<file path="config.mk">
export PLATFORM = sky130hd
export DESIGN_NAME = wb_regfile
export DESIGN_NICKNAME = d
export VERILOG_FILES = /design/src/rtl/core_pkg.sv /design/src/rtl/wb_scoreboard.sv /design/src/rtl/wb_regfile.sv
export SDC_FILE = /design/constraint.sdc
export NUM_CORES = 2
export LEC_CHECK = 0
export ABC_CLOCK_PERIOD_IN_PS = 5500
export BUFFER_PORTS_ARGS = -buffer_cell sky130_fd_sc_hd__buf_2
export CAP_MARGIN = 10
export CORE_MARGIN = 1.5
export CORE_UTILIZATION = 55
export CTS_CLUSTER_SIZE = 40
export DETAILED_ROUTE_END_ITERATION = 8
export PLACE_DENSITY = 0.71
export SETUP_SLACK_MARGIN = 0.2
export SLEW_MARGIN = 20
export SYNTH_ARGS = -nofsm -noshare
export SYNTH_HDL_FRONTEND = slang
export SYNTH_SLANG_ARGS = --single-unit
</file>
<file path="constraint.sdc">
create_clock -name clk -period 5.5 [get_ports clk]
set_input_delay 0.825 -clock clk [delete_from_list [all_inputs] [get_ports clk]]
set_output_delay 0.825 -clock clk [all_outputs]
set_load 0.05 [all_outputs]
</file>
<file path="src/rtl/core_pkg.sv">
// Shared core types and constants for the write-back stage and its register file.
package core_pkg;

  localparam int XLEN      = 32;
  localparam int REG_IDX_W = 5;

  localparam logic [REG_IDX_W-1:0] ZERO_REG = 5'd0;

  typedef struct packed {
    logic                 valid;
    logic                 we;
    logic [REG_IDX_W-1:0] rd;
    logic [XLEN-1:0]      data;
  } wb_req_t;

endpackage

</file>
<file path="src/rtl/wb_scoreboard.sv">
// Pending-write scoreboard: one bit per register, set on issue, cleared on write-back, wiped by flush.
// WB_REGFILE_BYPASS_EN selects whether a write-back in flight still counts as a hazard.
module wb_scoreboard
  import core_pkg::*;
#(
  parameter int NREG = 32
) (
  input  logic                 clk,
  input  logic                 rst_n,
  input  logic                 wb_valid,
  input  logic                 wb_we,
  input  logic [REG_IDX_W-1:0] wb_rd,
  input  logic                 iss_valid,
  input  logic                 iss_we,
  input  logic [REG_IDX_W-1:0] iss_rd,
  input  logic                 flush,
`ifndef WB_REGFILE_BYPASS_EN
  input  logic                 stg_valid,
  input  logic [REG_IDX_W-1:0] stg_rd,
`endif
  input  logic [REG_IDX_W-1:0] ra1,
  input  logic [REG_IDX_W-1:0] ra2,
  output logic                 haz1,
  output logic                 haz2,
  output logic                 sb_busy
);

  localparam logic [NREG-1:0] ONE_HOT0 = {{(NREG-1){1'b0}}, 1'b1};

  logic [NREG-1:0] pend_r;
  logic [NREG-1:0] pend_nxt_s;
  logic [NREG-1:0] set_s;
  logic [NREG-1:0] clr_s;
  logic            sb_busy_r;
  logic            wb_acc_s;
  logic            iss_acc_s;

  assign wb_acc_s  = wb_valid && wb_we && (wb_rd != ZERO_REG);
  assign iss_acc_s = iss_valid && iss_we && (iss_rd != ZERO_REG);

  // Next pending set: flush beats everything, and a same-cycle issue beats the clear.
  always_comb begin
    set_s      = '0;
    clr_s      = '0;
    pend_nxt_s = pend_r;
    if (wb_acc_s) begin
      clr_s = ONE_HOT0 << wb_rd;
    end else begin
      clr_s = '0;
    end
    if (iss_acc_s) begin
      set_s = ONE_HOT0 << iss_rd;
    end else begin
      set_s = '0;
    end
    if (flush) begin
      pend_nxt_s = '0;
    end else begin
      pend_nxt_s = ((pend_r & ~clr_s) | set_s) & ~ONE_HOT0;
    end
  end

  // Pending bits and the registered busy flag.
  always_ff @(posedge clk) begin
    if (!rst_n) begin
      pend_r    <= '0;
      sb_busy_r <= 1'b0;
    end else begin
      pend_r    <= pend_nxt_s;
      sb_busy_r <= |pend_nxt_s;
    end
  end

  // Per-port hazard compare.
  always_comb begin
    haz1 = 1'b0;
    haz2 = 1'b0;
`ifdef WB_REGFILE_BYPASS_EN
    haz1 = pend_r[ra1] && (ra1 != ZERO_REG) && !(wb_valid && wb_we && (wb_rd == ra1));
    haz2 = pend_r[ra2] && (ra2 != ZERO_REG) && !(wb_valid && wb_we && (wb_rd == ra2));
`else
    // Without bypass the value is unreadable until it lands in the array.
    haz1 = (ra1 != ZERO_REG) && (pend_r[ra1] || (wb_valid && wb_we && (wb_rd == ra1))
                                 || (stg_valid && (stg_rd == ra1)));
    haz2 = (ra2 != ZERO_REG) && (pend_r[ra2] || (wb_valid && wb_we && (wb_rd == ra2))
                                 || (stg_valid && (stg_rd == ra2)));
`endif
  end

  assign sb_busy = sb_busy_r;

endmodule

</file>
<file path="src/rtl/wb_regfile.sv">
// Write-back register file: staging register, reset 32x32 array, bypassed read ports, scoreboard.
// Define WB_REGFILE_BYPASS_EN to forward in-flight write-back/staging data to the read ports.
module wb_regfile
  import core_pkg::*;
#(
  parameter int XLEN = 32,
  parameter int NREG = 32
) (
  input  logic                 clk,
  input  logic                 rst_n,
  input  logic                 wb_valid,
  input  logic                 wb_we,
  input  logic [REG_IDX_W-1:0] wb_rd,
  input  logic [XLEN-1:0]      busw,
  input  logic                 iss_valid,
  input  logic                 iss_we,
  input  logic [REG_IDX_W-1:0] iss_rd,
  input  logic                 flush,
  input  logic [REG_IDX_W-1:0] ra1,
  input  logic [REG_IDX_W-1:0] ra2,
  output logic [XLEN-1:0]      rd1,
  output logic [XLEN-1:0]      rd2,
  output logic                 haz1,
  output logic                 haz2,
  output logic                 sb_busy
);

  logic [XLEN-1:0] regs_r [NREG];
  wb_req_t         stg_r;
  logic            wb_acc_s;

  assign wb_acc_s = wb_valid && wb_we && (wb_rd != ZERO_REG);

  // Pick a read value: x0 is constant zero, then incoming wb, staging, array.
  function automatic logic [XLEN-1:0] read_port(
    input logic [REG_IDX_W-1:0] ra,
    input logic                 wb_hit,
    input logic [XLEN-1:0]      wb_data,
    input logic                 stg_hit,
    input logic [XLEN-1:0]      stg_data,
    input logic [XLEN-1:0]      arr_data
  );
    logic [XLEN-1:0] val;
    if (ra == ZERO_REG) begin
      val = '0;
    end else if (wb_hit) begin
      val = wb_data;
    end else if (stg_hit) begin
      val = stg_data;
    end else begin
      val = arr_data;
    end
    return val;
  endfunction

  // Array commit from staging, and staging load from write-back; reset drops any staged write.
  always_ff @(posedge clk) begin
    if (!rst_n) begin
      for (int i = 0; i < NREG; i++) begin
        regs_r[i] <= '0;
      end
      stg_r <= '0;
    end else begin
      if (stg_r.valid && stg_r.we) begin
        regs_r[stg_r.rd] <= stg_r.data;
      end
      stg_r.valid <= wb_acc_s;
      stg_r.we    <= wb_acc_s;
      stg_r.rd    <= wb_rd;
      stg_r.data  <= busw;
    end
  end

  // Read ports.
  always_comb begin
    rd1 = '0;
    rd2 = '0;
`ifdef WB_REGFILE_BYPASS_EN
    rd1 = read_port(ra1, wb_valid && wb_we && (wb_rd == ra1), busw,
                    stg_r.valid && (stg_r.rd == ra1), stg_r.data, regs_r[ra1]);
    rd2 = read_port(ra2, wb_valid && wb_we && (wb_rd == ra2), busw,
                    stg_r.valid && (stg_r.rd == ra2), stg_r.data, regs_r[ra2]);
`else
    rd1 = read_port(ra1, 1'b0, busw, 1'b0, stg_r.data, regs_r[ra1]);
    rd2 = read_port(ra2, 1'b0, busw, 1'b0, stg_r.data, regs_r[ra2]);
`endif
  end

  wb_scoreboard #(.NREG(NREG)) u_sb (
    .clk       (clk),
    .rst_n     (rst_n),
    .wb_valid  (wb_valid),
    .wb_we     (wb_we),
    .wb_rd     (wb_rd),
    .iss_valid (iss_valid),
    .iss_we    (iss_we),
    .iss_rd    (iss_rd),
    .flush     (flush),
`ifndef WB_REGFILE_BYPASS_EN
    .stg_valid (stg_r.valid),
    .stg_rd    (stg_r.rd),
`endif
    .ra1       (ra1),
    .ra2       (ra2),
    .haz1      (haz1),
    .haz2      (haz2),
    .sb_busy   (sb_busy)
  );

endmodule
</file>
; ---- After elaboration in Yosys (flattened, before gate mapping)
; Memory sizes are Yosys's and may differ from the RTL's.
; Index checks and enable logic that the tools add are counted.
[op_classes]
n_shift = 2
eq_ne = 4
bitwise = 3
magnitude_cmp = 2
n_reduce_logical = 22
mux = 16
[ops]
columns = operator, n
row1 = two-way mux 32 bit, 6
row2 = OR reduction 32 bit, 2
row3 = "<< shifter 1 x 5 -> 32 bit, first input constant", 2
row4 = bitwise AND 32 bit, 1
row5 = NOT 32 bit, 1
row6 = bitwise OR 32 bit, 1
row7 = equality test 5 bit, 4
row8 = nonzero test 5 bit, 4
row9 = "less-than comparator 5 x 6 -> 1 bit, second input constant", 2
row10 = binary-select mux 1 bit (select 5 bit), 2
row11 = logical AND 1 bit, 10
row12 = logical NOT 5 bit, 2
row13 = two-way mux 1 bit, 7
row14 = two-way mux 5 bit, 1
row15 = logical OR 1 bit, 4
[word_totals]
output_inout_bits = 67
input_bits = 59
mem_count = 1
mem_bits_rw = 1024
wordCells = 55
regBits = 71
[mem_list]
columns = name, depth, width, read_ports, rd_clocked_by_memory_dff, wr, line_no
row1 = regs_r, 32, 32, 2, 0, 32, wb_regfile.sv:28  ; logic [XLEN-1:0] regs_r [NREG];

; ---- Longest topological paths before layout
[depth]
depth_word = 8
depth_mapped = 8
depth_no_buf = 6

; ---- Hierarchy
; A second synthesis with hierarchy kept.
[hier_totals]
hier_cells = 4056
area_unflattened_um2 = 58312.2
[modules_own_cells]
columns = mod, n_inst, area_each_um2, cells_each, seq_area_each_um2
row1 = wb_regfile, 1, 55814.8, 3776, 31510.2
row2 = wb_scoreboard, 1, 2497.4, 280, 640.6

; ---- Worst setup path before layout
; No wires, ideal clock.
[synth_path]
kind = input -> register
from = input port rst_n
to = memory regs_r[28][0], enable pin
n_path_buf = 2
setup_time_ns = 0.466
t_required_ns = 5.034
cell_stages = 5
arrival_time_ns = 3.826
path_slack_ns = 1.208
cell_sequence = nand2_1 > or3_1 > clkbuf_1 > clkbuf_1 > o21ai_0
[synth_lines]
columns = item, line_no
row1 = start: declaration, wb_regfile.sv:10  ; input logic rst_n,
row2 = end: declaration, wb_regfile.sv:28

; ---- Worst setup path in the final report
[layout_path]
from = input port ra2[0]
to = output port rd2[15]
[layout_via]
elab_chain_len = 2
elab_cells_between_ends = 3
classes_between = 1 x mux / 1 x reduce/logical / 1 x memory
[layout_lines]
columns = item, line_no
row1 = start: declaration, wb_regfile.sv:20  ; input logic [REG_IDX_W-1:0] ra2,
row2 = memory (32 x 32 bit) / logical NOT 5 bit (equally long branches), n/a
row3 = two-way mux 32 bit (*), wb_regfile.sv:44  ; if (ra == ZERO_REG) begin
row4 = end: declaration, wb_regfile.sv:22  ; output logic [XLEN-1:0] rd2,
; Mark *: on every way between the ends. The rest lies on a longest branch, timed or not.

==> impl_metrics.yaml <==
run_status:
  status: "completed"
pwr:
  ir_drop_v: 0.000313
  power.share.combinational_pct: 10.3
  p_per_area_nw_per_um2: 304
  p_clk_share_pct: 41.4
  power_frac_seq_pct: 48.3
  p_int_uw: 14800
  power.leakage_uw: 0.0234
  totalPowerFinal_uw: 19700
  netSwitchingFraction_pct: 24.8
  switchingPower_uw: 4870
floorplanning:
  dieHeight_um: 328
  initial_core_util_pct: 55.7
  fp-row-count: 118
  core_area_um2: 104000
  die_area_um2: 107000
  die_x_um: 328
  ioPinCount: 126
clocking:
  cts_tree: "done"
  clock_latency_ns: 0.73
  ctsHoldBuffers: 0
  clkSlewWorstSetupHoldPaths_ns: 0.06
  htreeDepth: 3
  numClockSinks: 1094
  cts-root-buf: "clkbuf_16"
  post_cts_buffers: 0
  cts_resized: 0
  clockBufferDepth: 3
  cts_buffers: 116
place:
  place.gp.congestion: 0.858
  hpwl_um: 113000
  port_buffers: 125
  dp.cells: 4861
  dp_slack_ns: 0.892
setup_path:
  path_class: "primary input to primary output"
  crit_top_cell: "mux4_2"
  r2r-end: "regs_r[10][13]$_SDFFCE_PN0P_"
  worstSetupEndpointType: "primary output"
  cpPeakStageDelay_ns: 0.57
  critPathMaxFanout: 65
  critPathLaunch: "ra2[0]"
  cp.arrival_ns: 3.73
  worstReg2RegStart: "stg_r[37]$_SDFF_PN0_"
  path_delay_family: "multiplexers"
  cp_cell_sequence: "buf_8, buf_4, mux4_2, mux4_2, mux2i_1, nor2_1, buf_2"
  critPathLaunchType: "primary input"
  required_ns: 4.68
  r2r_slack_ns: 2.08
  worst_r2r_path_depth: 7
  crit_cells: 7
  critPathSlowestCell: "mux4_2"
  critical_path_buf_inv_count: 3
drt:
  vias: 36163
  routedWlPerCell_um: 37.0
  drc: 0
  viasPerCell: 7.11
  dr.first_iter.drc_count: 5802
  ant_nets: 0
  wl_um: 188000
  dr.pass1.iters: 5
synth:
  synth_flop_cell: "edfxtp_1"
  synth-seq-area-share_pct: 55.5
  syn_area_um2: 57900
  syn_avg_cell_area_um2: 16.0
  ys_ff_latch: 1094
  yosysUniqueCellTypes: 54
  syn_nets: 3673
  synth_edf_count: 1024
  synth_common_cells: "and2_1 (1,078), edfxtp_1 (1,024), mux4_2 (658)"
  yosys.cell_count.top_type: "and2_1"
  ys.warnings.count: 0
  synth_top_area_share_pct: 53.1
  syn_inst: 3614
  yosys-top-cells-area: "edfxtp_1 (53%), mux4_2 (26%), and2_1 (12%)"
  synthArstFlopShare_pct: 0
  yosys.area.top_type: "edfxtp_1"
cells_and_area:
  layout-drive-gt1-share_pct: 31.6
  fill_cells: 7395
  syn_to_final_growth_pct: 11.6
  seqCellArea_um2: 32200
  fin_cells: 5084
  multi_input_area_um2: 24700
  nets: 3659
sta:
  rsz0062_at_grt: "no"
  max-slew-margin-rel_pct: 21.1
  fin_ws_ns: 0.946
  setup_viol: 0
  tightest_slew_ns: 1.18
  fmax_mhz: 220
  hold_viol: 0
  skew_ns: 0.0351
  fin_crit_sh_pct: 82.8
  slew_viol_final: 0
  fin_setup_tns_ns: 0
  period_minus_slack_ns: 4.55
global_routing:
  grt_pass1_wl_um: 267000
  grt_max_degree: 93
  grt_usage_pct: 35.6
  antenna_found_initial: 15
  grt_pass1_vias: 36778
  grt_overflow: 0
worst_hold_path:
  hold_path_class: "primary input to flop"
  holdCritStartpoint: "busw[30]"
  worstHoldPathCells: 2
  holdPathEnd: "stg_r[30]$_SDFF_PN0_"
run:
  cap_viol_max_count: 0
[cell type report]
type	instances	area share [%]
antenna	3	0.0116
clock buffer	147	4.79
clock inverter	72	1.28
inverter	4	0.0232
multi-input combinational	2128	38.2
sequential	1094	49.7
tap	1380	2.67
timing repair buffer	256	3.34
[kinds of logic after synthesis]
group	after synthesis	share of synthesized area, %
AOI/OAI and AO/OA	89	0.935
muxes	726	26.8
DFF	1094	55.5
and+or+nand+nor	1293	13.5
buffers and inverters	392	2.96
xor gates and xnor gates	20	0.302
[metal layers]
metal  wire, µm  global-route usage [%]  share of wire, %  vias to the layer above
met3      23200                    8.11                12                      639
li1           -                       -                 -                    13920
met1      64100                    46.5                34                    18751
met2      89000                    55.7                47                     2851
met4      11900                    20.0               6.3                        2
met5         13                       0            0.0069                        -
[power groups by stage]
stage               combinational, µW  sequential [µW]  clock, µW
global route                     2070             9520       8470
detailed placement               1990             9660          0
CTS                              2000             9490       8180
finish                           2020             9500       8140
global placement                 1970             9630          0
floorplan                        1370             9560          0
[registers in the layout, indices dropped and copies added, names as in the netlist]
register      cells
u_sb.pend_r      31
stg_r            38
u_sb.sb_busy      1
regs_r         1024
[metrics by stage]
| step | hold WS (ns) | cell area [µm²] | util [%] |
|---|---|---|---|
| finish | 0.296 | 64700 | 62.2 |
| global route | 0.283 | 64700 | 62.2 |
| CTS | 0.266 | 64600 | 62.2 |
| detailed placement | 0.601 | 60700 | 58.4 |
| global placement | 0.599 | 60700 | 58.4 |
| floorplan | 0.524 | 57900 | - |
[placed cells by master, fill, tap and decap left out, types with 6 or more instances in the layout]
master / Yosys / final
nor2_4: 0 / 34
dfxtp_1: 70 / 70
buf_2: 31 / 114
buf_12: 0 / 37
clkbuf_1: 278 / 24
bufinv_16: 0 / 15
clkinv_2: 0 / 19
nand2_1: 14 / 14
xnor2_1: 10 / 10
clkbuf_8: 0 / 6
nand3b_1: 6 / 6
a32oi_1: 7 / 7
xor2_1: 10 / 10
buf_4: 35 / 97
mux2i_1: 66 / 66
o21ai_4: 0 / 32
clkbuf_16: 0 / 117
clkinv_1: 0 / 20
o211ai_1: 10 / 10
and2_1: 1078 / 1078
o21ai_0: 48 / 16
nand4_1: 6 / 6
mux4_2: 658 / 658
edfxtp_1: 1024 / 1024
nor2b_1: 25 / 25
a21oi_1: 8 / 8
nor2_1: 113 / 79
[how the worst max path moves through the flow]
stage / endpoint / slack, ns
detailed placement: rd2[15] / 0.89
global placement: rd2[15] / 0.91
finish: rd2[15] / 0.95
floorplan: regs_r[28][0]$_SDFFCE_PN0P_ / 1.21
CTS: rd2[15] / 0.90
global route: rd2[14] / 0.80
No activity file was read; power rests on OpenSTA's default activity.
